**src/rtl/ssd1309_spi_sink_pkg.sv**
```systemverilog
// Shared definitions for the SSD1309 SPI receive model: opcodes, address
// modes, framebuffer entry layout and small decode helpers.
package ssd1309_pkg;

    localparam logic [7:0] OP_ADDR_MODE  = 8'h20;
    localparam logic [7:0] OP_COL_ADDR   = 8'h21;
    localparam logic [7:0] OP_PAGE_ADDR  = 8'h22;
    localparam logic [7:0] OP_PAGE_START = 8'hB0;

    localparam int DEF_COLS  = 128;
    localparam int DEF_PAGES = 8;

    typedef enum logic [1:0] {
        MODE_HORIZ = 2'd0,
        MODE_VERT  = 2'd1,
        MODE_PAGE  = 2'd2
    } addr_mode_t;

    typedef enum logic {
        W_IDLE  = 1'b0,
        W_WRITE = 1'b1
    } wr_state_t;

    typedef struct packed {
        logic [7:0] col;
        logic [7:0] page;
        logic [7:0] data;
    } fb_entry_t;

    // Panel commands that carry one argument we do not model.
    function automatic logic is_skip1(input logic [7:0] op);
        case (op)
            8'h81, 8'hA8, 8'hD3, 8'hD5, 8'hD9, 8'hDA, 8'hDB, 8'hFD: return 1'b1;
            default: return 1'b0;
        endcase
    endfunction

    function automatic logic [7:0] clamp8(input logic [7:0] v, input logic [7:0] lim);
        return (v > lim) ? lim : v;
    endfunction

endpackage

```
**src/rtl/ssd1309_spi_sink_if.sv**
```systemverilog
// Framebuffer write port: the sink drives address/data/we (master), the
// framebuffer answers with busy and a write acknowledge (slave).
interface ssd1309_spi_sink_if;
    logic       fb_we;
    logic [7:0] fb_w_xpos;
    logic [7:0] fb_w_ypos;
    logic [7:0] fb_din;
    logic       fb_busy;
    logic       fb_w_data_valid;

    modport master (
        output fb_we, fb_w_xpos, fb_w_ypos, fb_din,
        input  fb_busy, fb_w_data_valid
    );

    modport slave (
        input  fb_we, fb_w_xpos, fb_w_ypos, fb_din,
        output fb_busy, fb_w_data_valid
    );
endinterface

```
**src/rtl/ssd1309_spi_sink_deser.sv**
```systemverilog
// SPI deserialiser: synchronises the panel pins into clk, detects sclk rising
// edges and assembles MSB-first bytes, tagging each with the D/C level seen on
// its last bit. A cs rise or a panel reset throws away a partial byte.
module ssd1309_spi_deser #(
    parameter int SYNC_STAGES = 2
) (
    input  logic       clk,
    input  logic       rst,
    input  logic       sclk,
    input  logic       sdin,
    input  logic       cmd,
    input  logic       cs,
    input  logic       res,
    output logic [7:0] rx_byte,
    output logic       rx_is_data,
    output logic       rx_stb,
    output logic       res_ok
);
    // Pin order in the synchroniser: {sclk, sdin, cmd, cs, res}; idle levels
    // are cs and res high so reset never looks like a selected/held panel.
    localparam logic [4:0] PIN_IDLE = 5'b00011;

    logic [4:0] sync_sr [SYNC_STAGES];
    logic [4:0] pins_s;
    logic       sclk_q;
    logic [2:0] bit_cnt;
    logic [6:0] shreg;
    logic       sclk_s, sdin_s, cmd_s, cs_s, res_s, sclk_rise;

    assign pins_s = sync_sr[SYNC_STAGES-1];
    assign {sclk_s, sdin_s, cmd_s, cs_s, res_s} = pins_s;
    assign sclk_rise = sclk_s && !sclk_q;
    assign res_ok    = res_s;

    // Multi-stage synchroniser for all asynchronous panel pins.
    always_ff @(posedge clk or posedge rst) begin
        if (rst) begin
            for (int i = 0; i < SYNC_STAGES; i++) sync_sr[i] <= PIN_IDLE;
            sclk_q <= 1'b0;
        end else begin
            sync_sr[0] <= {sclk, sdin, cmd, cs, res};
            for (int i = 1; i < SYNC_STAGES; i++) sync_sr[i] <= sync_sr[i-1];
            sclk_q <= sclk_s;
        end
    end

    // Shift on selected sclk rises; a one-clk strobe marks each full byte.
    always_ff @(posedge clk or posedge rst) begin
        if (rst) begin
            bit_cnt    <= 3'd0;
            shreg      <= 7'd0;
            rx_byte    <= 8'd0;
            rx_is_data <= 1'b0;
            rx_stb     <= 1'b0;
        end else begin
            rx_stb <= 1'b0;
            if (!res_s || cs_s) begin
                bit_cnt <= 3'd0;
            end else if (sclk_rise) begin
                shreg <= {shreg[5:0], sdin_s};
                if (bit_cnt == 3'd7) begin
                    bit_cnt    <= 3'd0;
                    rx_byte    <= {shreg, sdin_s};
                    rx_is_data <= cmd_s;
                    rx_stb     <= 1'b1;
                end else begin
                    bit_cnt <= bit_cnt + 3'd1;
                end
            end
        end
    end
endmodule

```
**src/rtl/ssd1309_spi_sink.sv**
```systemverilog
// SSD1309 4-wire SPI sink: decodes addressing commands, tracks column/page
// pointers and writes received display bytes into a framebuffer through a
// small FIFO. Define SINK_STATS_EN to add saturating cmd/data byte counters.
module ssd1309_spi_sink
    import ssd1309_pkg::*;
#(
    parameter int COLS        = DEF_COLS,
    parameter int PAGES       = DEF_PAGES,
    parameter int FIFO_DEPTH  = 4,
    parameter int SYNC_STAGES = 2
) (
    input  logic clk,
    input  logic rst,
    input  logic sclk,
    input  logic sdin,
    input  logic cmd,
    input  logic cs,
    input  logic res,
    ssd1309_spi_sink_if.master fb,
    output logic overflow
`ifdef SINK_STATS_EN
    ,
    output logic [15:0] cmd_count,
    output logic [15:0] data_count
`endif
);
    localparam logic [7:0] COL_MAX  = 8'(COLS - 1);
    localparam logic [7:0] PAGE_MAX = 8'(PAGES - 1);
    localparam int         AW       = $clog2(FIFO_DEPTH);

    logic [7:0] rx_byte;
    logic       rx_is_data, rx_stb, res_ok;

    ssd1309_spi_deser #(.SYNC_STAGES(SYNC_STAGES)) u_deser (
        .clk, .rst, .sclk, .sdin, .cmd, .cs, .res,
        .rx_byte, .rx_is_data, .rx_stb, .res_ok
    );

    // ---------------- address state ----------------
    addr_mode_t mode;
    logic [7:0] col, page, col_start, col_end, page_start, page_end, pend_op;
    logic [7:0] col_inc, page_inc, arg_col, arg_page;
    logic [1:0] arg_cnt;

    assign col_inc  = (col  >= COL_MAX)  ? 8'd0 : col + 8'd1;
    assign page_inc = (page >= PAGE_MAX) ? 8'd0 : page + 8'd1;
    assign arg_col  = clamp8(rx_byte, COL_MAX);
    assign arg_page = clamp8(rx_byte, PAGE_MAX);

    // Command decode and pointer advance; panel reset restores the defaults.
    always_ff @(posedge clk or posedge rst) begin
        if (rst) begin
            mode <= MODE_PAGE; col <= '0; page <= '0; arg_cnt <= '0; pend_op <= '0;
            col_start <= '0; col_end <= COL_MAX; page_start <= '0; page_end <= PAGE_MAX;
        end else if (!res_ok) begin
            mode <= MODE_PAGE; col <= '0; page <= '0; arg_cnt <= '0; pend_op <= '0;
            col_start <= '0; col_end <= COL_MAX; page_start <= '0; page_end <= PAGE_MAX;
        end else if (rx_stb && rx_is_data) begin
            arg_cnt <= 2'd0;
            case (mode)
                MODE_HORIZ: begin
                    if (col == col_end) begin
                        col  <= col_start;
                        page <= (page == page_end) ? page_start : page_inc;
                    end else col <= col_inc;
                end
                MODE_VERT: begin
                    if (page == page_end) begin
                        page <= page_start;
                        col  <= (col == col_end) ? col_start : col_inc;
                    end else page <= page_inc;
                end
                default: col <= col_inc;
            endcase
        end else if (rx_stb && arg_cnt != 2'd0) begin
            arg_cnt <= arg_cnt - 2'd1;
            case (pend_op)
                OP_ADDR_MODE: if (rx_byte[1:0] != 2'd3) mode <= addr_mode_t'(rx_byte[1:0]);
                OP_COL_ADDR: begin
                    if (arg_cnt == 2'd2) begin col_start <= arg_col; col <= arg_col; end
                    else col_end <= arg_col;
                end
                OP_PAGE_ADDR: begin
                    if (arg_cnt == 2'd2) begin page_start <= arg_page; page <= arg_page; end
                    else page_end <= arg_page;
                end
                default: ;
            endcase
        end else if (rx_stb) begin
            pend_op <= rx_byte;
            if (rx_byte == OP_ADDR_MODE || is_skip1(rx_byte)) arg_cnt <= 2'd1;
            else if (rx_byte == OP_COL_ADDR || rx_byte == OP_PAGE_ADDR) arg_cnt <= 2'd2;
            else if (rx_byte[7:4] == 4'h0) begin
                if (mode == MODE_PAGE) col <= clamp8({col[7:4], rx_byte[3:0]}, COL_MAX);
            end else if (rx_byte[7:4] == 4'h1) begin
                if (mode == MODE_PAGE) col <= clamp8({rx_byte[3:0], col[3:0]}, COL_MAX);
            end else if (rx_byte[7:3] == OP_PAGE_START[7:3]) begin
                page <= clamp8({5'd0, rx_byte[2:0]}, PAGE_MAX);
            end
        end
    end

    // ---------------- data FIFO ----------------
    fb_entry_t   mem [FIFO_DEPTH];
    logic [AW:0] wr_ptr, rd_ptr;
    logic        push, pop, full, empty;
    fb_entry_t   head;

    assign push  = rx_stb && rx_is_data;
    assign full  = (wr_ptr - rd_ptr) == (AW+1)'(FIFO_DEPTH);
    assign empty = (wr_ptr == rd_ptr);
    assign head  = mem[rd_ptr[AW-1:0]];

    // FIFO pointers; a push into a full FIFO is dropped and flagged stickily.
    always_ff @(posedge clk or posedge rst) begin
        if (rst) begin
            wr_ptr   <= '0;
            rd_ptr   <= '0;
            overflow <= 1'b0;
        end else begin
            if (push && full)  overflow <= 1'b1;
            if (push && !full) wr_ptr   <= wr_ptr + 1'b1;
            if (pop)           rd_ptr   <= rd_ptr + 1'b1;
        end
    end

    // Entry storage; captures the pointers before they advance.
    always_ff @(posedge clk) begin
        if (push && !full) mem[wr_ptr[AW-1:0]] <= {col, page, rx_byte};
    end

    // ---------------- framebuffer writer ----------------
    wr_state_t  state, state_n;
    logic       we_q;
    logic [7:0] xpos_q, ypos_q, din_q;

    assign fb.fb_we     = we_q;
    assign fb.fb_w_xpos = xpos_q;
    assign fb.fb_w_ypos = ypos_q;
    assign fb.fb_din    = din_q;

    // Writer next state: pop when idle and the framebuffer can take a write.
    always_comb begin
        state_n = state;
        pop     = 1'b0;
        case (state)
            W_IDLE:  if (!empty && !fb.fb_busy) begin pop = 1'b1; state_n = W_WRITE; end
            W_WRITE: if (fb.fb_w_data_valid) state_n = W_IDLE;
            default: state_n = W_IDLE;
        endcase
    end

    // Writer state and output registers, held until the write is acknowledged.
    always_ff @(posedge clk or posedge rst) begin
        if (rst) begin
            state <= W_IDLE; we_q <= 1'b0;
            xpos_q <= '0; ypos_q <= '0; din_q <= '0;
        end else begin
            state <= state_n;
            if (pop) begin
                we_q <= 1'b1; xpos_q <= head.col; ypos_q <= head.page; din_q <= head.data;
            end else if (state == W_WRITE && fb.fb_w_data_valid) begin
                we_q <= 1'b0;
            end
        end
    end

`ifdef SINK_STATS_EN
    // Saturating byte counters; only the system reset clears them.
    always_ff @(posedge clk or posedge rst) begin
        if (rst) begin
            cmd_count  <= '0;
            data_count <= '0;
        end else if (rx_stb) begin
            if (!rx_is_data && cmd_count  != 16'hFFFF) cmd_count  <= cmd_count  + 16'd1;
            if ( rx_is_data && data_count != 16'hFFFF) data_count <= data_count + 16'd1;
        end
    end
`endif
endmodule

```
**src/flat_wrapper.sv**
```systemverilog
// flat-port wrapper written by rule: the top's interface ports become plain ports
module ssd1309_spi_sink_flat import ssd1309_pkg::*;
#(
    parameter int COLS        = DEF_COLS,
    parameter int PAGES       = DEF_PAGES,
    parameter int FIFO_DEPTH  = 4,
    parameter int SYNC_STAGES = 2
)
  (clk, rst, sclk, sdin, cmd, cs, res, overflow, fb_fb_we, fb_fb_w_xpos, fb_fb_w_ypos, fb_fb_din, fb_fb_busy, fb_fb_w_data_valid);
  ssd1309_spi_sink_if fb_i ();
  input  logic clk;
  input  logic rst;
  input  logic sclk;
  input  logic sdin;
  input  logic cmd;
  input  logic cs;
  input  logic res;
  output logic overflow;
  output wire logic [$bits(fb_i.fb_we)-1:0] fb_fb_we;
  output wire logic [$bits(fb_i.fb_w_xpos)-1:0] fb_fb_w_xpos;
  output wire logic [$bits(fb_i.fb_w_ypos)-1:0] fb_fb_w_ypos;
  output wire logic [$bits(fb_i.fb_din)-1:0] fb_fb_din;
  input wire logic [$bits(fb_i.fb_busy)-1:0] fb_fb_busy;
  input wire logic [$bits(fb_i.fb_w_data_valid)-1:0] fb_fb_w_data_valid;
  assign fb_fb_we = fb_i.fb_we;
  assign fb_fb_w_xpos = fb_i.fb_w_xpos;
  assign fb_fb_w_ypos = fb_i.fb_w_ypos;
  assign fb_fb_din = fb_i.fb_din;
  assign fb_i.fb_busy = fb_fb_busy;
  assign fb_i.fb_w_data_valid = fb_fb_w_data_valid;
  ssd1309_spi_sink #(.COLS(COLS), .PAGES(PAGES), .FIFO_DEPTH(FIFO_DEPTH), .SYNC_STAGES(SYNC_STAGES)) u_core (.clk(clk), .rst(rst), .sclk(sclk), .sdin(sdin), .cmd(cmd), .cs(cs), .res(res), .fb(fb_i), .overflow(overflow));
endmodule
```
**config.mk**
```make
export PLATFORM = sky130hd
export DESIGN_NAME = ssd1309_spi_sink_flat
export DESIGN_NICKNAME = d
export VERILOG_FILES = /design/src/rtl/ssd1309_spi_sink_pkg.sv /design/src/rtl/ssd1309_spi_sink_if.sv /design/src/rtl/ssd1309_spi_sink_deser.sv /design/src/rtl/ssd1309_spi_sink.sv /design/src/flat_wrapper.sv
export SDC_FILE = /design/constraint.sdc
export NUM_CORES = 1
export LEC_CHECK = 0
export ABC_AREA = 0
export CORE_ASPECT_RATIO = 1.75
export CORE_UTILIZATION = 35
export DETAILED_ROUTE_END_ITERATION = 16
export GPL_TIMING_DRIVEN = 0
export MAX_ROUTING_LAYER = met4
export PLACE_DENSITY = 0.57
export SLEW_MARGIN = 10
export SYNTH_ARGS = -nofsm -noshare
export SYNTH_HDL_FRONTEND = slang
export SYNTH_SLANG_ARGS = --single-unit
```
**constraint.sdc**
```tcl
create_clock -name clk -period 11.25 [get_ports clk]
set_input_delay 2.25 -clock clk [delete_from_list [all_inputs] [get_ports clk]]
set_output_delay 2.25 -clock clk [all_outputs]
set_load 0.01 [all_outputs]
```
=== After elaboration in Yosys (flattened, before gate mapping) ===
Memories as Yosys holds them, arrays and structs flattened. A register that Yosys moved wholly into a read port is not among the register bits.
Index checks and enable logic that the tools add are counted.

* Add/sub/neg operators: 7
* Reduce and logical (&&, ||, !) cells: 33
* Bitwise logic cells: 2
* $lt $le $gt $ge: 6
* Equality and inequality tests: 52
* Muxes and demuxes: 85

{| class="wikitable"
|+ Operators with widths
! operator !! count
|-
| 8-bit 2-to-1 mux || 53
|-
| 8-bit == test, second input constant || 8
|-
| 8-bit by 6-bit == test with 1-bit output, second input constant || 6
|-
| 8-bit case mux with 2 select lines || 2
|-
| 8-bit by 7-bit > comparator with 1-bit output, second input constant || 3
|-
| 2-bit 2-to-1 mux || 11
|-
| 4-bit by 2-bit != test with 1-bit output, second input constant || 5
|-
| 4-bit AND reduction || 5
|-
| 9-bit AND reduction || 2
|-
| 8-bit by 1-bit adder with 8-bit output, second input constant || 2
|-
| 8-bit == test || 2
|-
| 1-bit 2-to-1 mux || 15
|-
| 5-bit by 1-bit != test with 1-bit output, second input constant || 3
|-
| 2-bit by 1-bit != test with 1-bit output, second input constant || 6
|-
| 4-bit by 3-bit != test with 1-bit output, second input constant || 3
|-
| 4-bit != test, second input constant || 3
|-
| 2-bit != test, second input constant || 5
|-
| 10-bit AND reduction || 1
|-
| 3-bit by 1-bit adder with 3-bit output, second input constant || 3
|-
| 3-bit 2-to-1 mux || 3
|-
| 8-bit by 3-bit greater-or-equal comparator with 1-bit output, second input constant || 1
|-
| 8-bit by 7-bit greater-or-equal comparator with 1-bit output, second input constant || 1
|-
| 8-bit by 3-bit > comparator with 1-bit output, second input constant || 1
|-
| 4-bit by 1-bit != test with 1-bit output, second input constant || 2
|-
| other kinds (20) || 39
|}

* Bits of input ports: 9
* RAM bits: 96
* Bits in registers: 100
* Logic and storage cells: 209
* Memories kept: 1

{| class="wikitable"
|+ Memory list
! memory !! words !! width !! read ports !! clocked after memory_dff !! wr ports !! line !! text
|-
| u_core.mem || 4 || 24 || 1 || 1 || 1 || ssd1309_spi_sink.sv:104 || <nowiki>fb_entry_t mem [FIFO_DEPTH];</nowiki>
|}

=== Depth between registers and ports, before layout ===
* Depth after elaboration: 13
* Depth in mapped cells: 10
* Gate-level depth less buffers: 8

=== By module ===
A second synthesis with hierarchy kept.

* Cell total of the unflattened synthesis: 682
* Area total of the unflattened synthesis: 9,516.6 µm²

{| class="wikitable"
|+ Modules (own cells, without submodules)
! module !! times used !! cells an instance !! seq. area each (µm²) !! area an instance (µm²)
|-
| ssd1309_spi_sink || 1 || 619 || 5,223.8 || 8,388.0
|-
| ssd1309_spi_deser || 1 || 63 || 780.7 || 1,128.6
|}

=== Least setup slack after synthesis ===
OpenSTA, ideal clock, no wires.

* Path kind: in2reg
* Start point: input fb_fb_busy
* End point: register u_core.din_q[3], in the netlist u_core.fb.fb_din[3], read port of u_core.mem
* Arrival time: 3.373 ns
* Stages: 4
* Path buffers: 2
* Setup slack: 7.752 ns
* Data required time: 11.125 ns
* Path through: a311o_1 clkbuf_1 buf_1 mux2_2

* Longest elaborated chain between the ends: 4

{| class="wikitable"
|+ RTL lines
! item !! line !! text
|-
| start, declared || flat_wrapper.sv:23 || <nowiki>input wire logic [$bits(fb_i.fb_busy)-1:0] fb_fb_busy;</nowiki>
|-
| 1-bit zero test || ssd1309_spi_sink.sv:147 || <nowiki>W_IDLE: if (!empty && !fb.fb_busy) begin pop = 1'b1; state_n = W_WRITE; end</nowiki>
|-
| 1-bit logical AND || ssd1309_spi_sink.sv:147 ||
|-
| 1-bit 2-to-1 mux || ssd1309_spi_sink.sv:147 ||
|-
| 1-bit 2-to-1 mux || ssd1309_spi_sink.sv:146 || <nowiki>case (state)</nowiki>
|-
| end, declared || ssd1309_spi_sink.sv:135 || <nowiki>logic [7:0] xpos_q, ypos_q, din_q;</nowiki>
|}

No other way between the ends.
A chain may end at the register's enable or synchronous reset.

=== Final worst setup path ===
* Start point: input fb_fb_busy
* End point: register u_core.xpos_q[5], in the netlist u_core.fb.fb_w_xpos[5], read port of u_core.mem

* Longest elaborated chain between the ends: 4

{| class="wikitable"
|+ RTL lines
! item !! line
|-
| 1-bit zero test || ssd1309_spi_sink.sv:147
|-
| 1-bit logical AND || ssd1309_spi_sink.sv:147
|-
| 1-bit 2-to-1 mux || ssd1309_spi_sink.sv:147
|-
| 1-bit 2-to-1 mux || ssd1309_spi_sink.sv:146
|-
| end, declared || ssd1309_spi_sink.sv:135
|}

No other way between the ends.

==> results.md <==
* Number of H-tree levels at 1
* Critical Path Fanout Max at 10
* Minimum setup slack among reg-to-reg paths at 7830 ps
* Final critical delay including setup and external delays at 3850 ps
* F_max at 0.260 GHz
* Worst hold path depth at 0
* Wire per inst at 18.4 um
* Clock transition at the registers of the reported paths at 60 ps
* Die area at 0.0276 mm2
* Type of element launching the critical path: primary input
* TritonCTS clock tree: done
* List of most frequent post-synthesis cells: dfrtp_1 (109), edfxtp_1 (96), nand2_1 (51), nor2_1 (45), mux2_2 (42)
* Syn Inst Count at 686
* Post-synth EDFFs at 96
* Seq/Total Area, Yosys at 63.8%
* Number of hold-repair buffers added at the cts stage at 0
* Number of diodes added for antenna fixing at 0
* Status: completed
* Total global-route track usage at 15.7%
* Kind of capture point of the worst setup path: flip-flop
* Longest Clk Path Bufs at 3
* Y dimension of the die at 219 um
* Core area at 0.0265 mm2
* Tcrit/Tclk final at 34.2%
* Slew HR at 43.7%
* Worst hold path type: reg -> reg
* Count of distinct cell types in the synthesized netlist at 58
* Clock Sinks at 220
* Clock latency of the later-clocked register in the worst-skew pair at 520 ps
* Residual DRC count at 0
* Number of antenna violations at the first check in global routing at 0
* Skew final at 15.6 ps
* Post-Synthesis Cell Area at 0.00941 mm2
* Terminating pin of the worst hold path: u_core.u_deser.pins_s[4]
* Proportion of netlist area held by the largest area contributor at 30.6%
* Post-synthesis area per instance at 13.7 um2
* Static leakage at 0.00423 uW
* Post-synthesis cell type with the largest combined area: edfxtp_1
* Port Buf Inserts at 34
* Leftover overflow at the end of global routing at 0
* Type of the worst setup path: in -> reg
* Post-layout net count at 767
* Prevailing post-synth register cell: dfrtp_1
* Vias at 5,590
* Layout cell share with drive strength beyond 1 at 18.5%
* Setup repair after global routing missed its margin: false
* Number of violations reported at the end of detailed-routing iteration 0 at 316
* Starting Density at 35.5%
* First-pass GRT wire length at 32,300 um
* DRT Pass-1 Iters at 4
* Count of final setup violators at 0
* Hold wc startpoint: u_core.u_deser.sync_sr[9]
* Total area of sequential cells at 0.00600 mm2
* Post-Route Utilization at 41.2%
* Net count after synthesis at 708
* Worst-margin pin slew at 845 ps
* Number of top-level pins at 35
* Cell with the most instances after synthesis: dfrtp_1
* Required time of the critical path at 11,650 ps
* Proportion of register bits with asynchronous set or reset after synthesis at 56.4%
* Pin count of the biggest net entering global routing at 80
* Multi-input gate area in the final layout at 0.00319 mm2
* Pins over their slew limit at 0
* Total wire length after detailed routing at 20,000 um
* Number of post-CTS setup repair buffers at 0
* Power density over the cells at 180 mW/mm2
* Post-cts resize count at 0
* Area delta synth->final at 15.9%
* Final hold slack at 351 ps
* Post-synthesis sequential element count at 220
* Clock root cell: clkbuf_16
* Total of warnings raised by yosys at 0
* Max-capacitance violation count at 0
* Vias per inst at 5.15
* Maximum VDD drop at 0.000108 V
* Number of buffers inserted during clock tree synthesis at 22
* Signal arrival time at the worst endpoint at 4240 ps
* Worst Reg2Reg Path Length in Cells at 9
* Standard-cell rows at 79
* Die Width at 126 um
* Hold violation total from the final report at 0
* Top cells by area, synth: edfxtp_1 (31%), dfrtp_1 (29%), mux4_2 (5.7%)
* Half-perimeter wire length after placement at 14,000 um
* Setup TNS Final at 0 ps
* Worst R2R Start: u_core.rd_ptr[1]
* Number of global-route vias before repair at 5,874
* Filler Cell Count at 2,502
* Gp weighted congestion at 0.854
* R2r endpoint: u_core.mem[3][14]
* Post-route antenna net violation count at 0
flip-flops by register name, summed over array words and instances (netlist names), 3 cells and up:
signal,cells
u_core.mem,96
u_core.col,8
u_core.col_end,8
u_core.col_start,8
u_core.fb.fb_din,8
u_core.fb.fb_w_xpos,8
u_core.fb.fb_w_ypos,8
u_core.page,8
u_core.page_end,8
u_core.page_start,8
u_core.pend_op,8
u_core.u_deser.rx_byte,8
u_core.u_deser.shreg,7
u_core.u_deser.pins_s,5
u_core.u_deser.sync_sr,5
u_core.rd_ptr,3
u_core.u_deser.bit_cnt,3
u_core.wr_ptr,3
cells in the final DEF, fill, tap and decap left out, types with 9 or more instances in the layout:
master             n
dfrtp_1          109
edfxtp_1          96
nand2_1           51
nor2_1            45
mux2_2            42
o21ai_0           38
clkbuf_1          34
clkdlybuf4s50_1   34
a21oi_1           29
mux4_2            24
clkbuf_16         23
xnor2_1           17
inv_1             15
dfstp_2           15
mux2i_1           14
ha_1              13
xor2_1            12
or3_1             10
nor3_1             9
per-layer routing:
metal / vias to the layer above / routed length [um] / track usage [%]
li1: 2635 / - / -
met1: 2812 / 7350 / 15.8
met2: 99 / 11200 / 29.5
met3: 44 / 579 / 1.63
met4: 0 / 816 / 8.39
met5: - / 0 / -
area by class of cell:
cell class	instances	area share, %
inverters	16	0.596
well taps	324	3.72
repair buffers	35	3.37
plain buffers	41	1.48
clock inverters	13	1.02
multi-input cells	409	29.3
flip-flops and latches	220	55.0
clock buffers	27	5.51
power breakdown:
| part | switching, uW | internal [uW] |
|---|---|---|
| Combinational | 147 | 169 |
| Clock | 315 | 408 |
| Sequential | 29.8 | 891 |
| Total | 492 | 1470 |
how the worst max path moves through the flow:
stage / startpoint / end / slack (ps)
detailed placement: fb_fb_busy / u_core.fb.fb_w_xpos[5] / 6750
finish: fb_fb_busy / u_core.fb.fb_w_xpos[5] / 7400
global route: fb_fb_busy / u_core.fb.fb_w_ypos[4] / 7240
global placement: rst / u_core.fb.fb_w_xpos[3] / 3570
floorplan: rst / u_core.arg_cnt[0] / 5730
CTS: fb_fb_busy / u_core.fb.fb_w_xpos[5] / 7290
worst max-delay path: stages:
cell and delay [ps]:
clkdlybuf4s50_1 480, a311o_1 110, clkbuf_1 410, buf_1 570
mux2_2 410
per-stage QoR:
stage / area (um2) / power [uW] / std cells / worst slack (ps)
6_report: 10900 / 1960 / 1085 / 7400
2_1_floorplan: 9410 / 1130 / 686 / 5730
3_5_place_dp: 10200 / 1260 / 1045 / 6750
4_1_cts: 10900 / 1990 / 1085 / 7290
3_3_place_gp: 10200 / 1260 / 1044 / 3570
5_1_grt: 10900 / 2050 / 1085 / 7240
kinds of logic (layout without fill, tap and decap cells):
kind of cell,Yosys count,in the layout,share of synthesized area [%]
DFF,220,220,63.8
and+or+nand+nor,172,172,9.19
AOI/OAI and AO/OA,111,111,7.40
muxes,83,83,12.7
buffers and inverters,57,132,2.35
xor gates and xnor gates,29,29,2.70
adders and majority gates,14,14,1.83
Note: power is estimated with default switching activity, not from simulation.
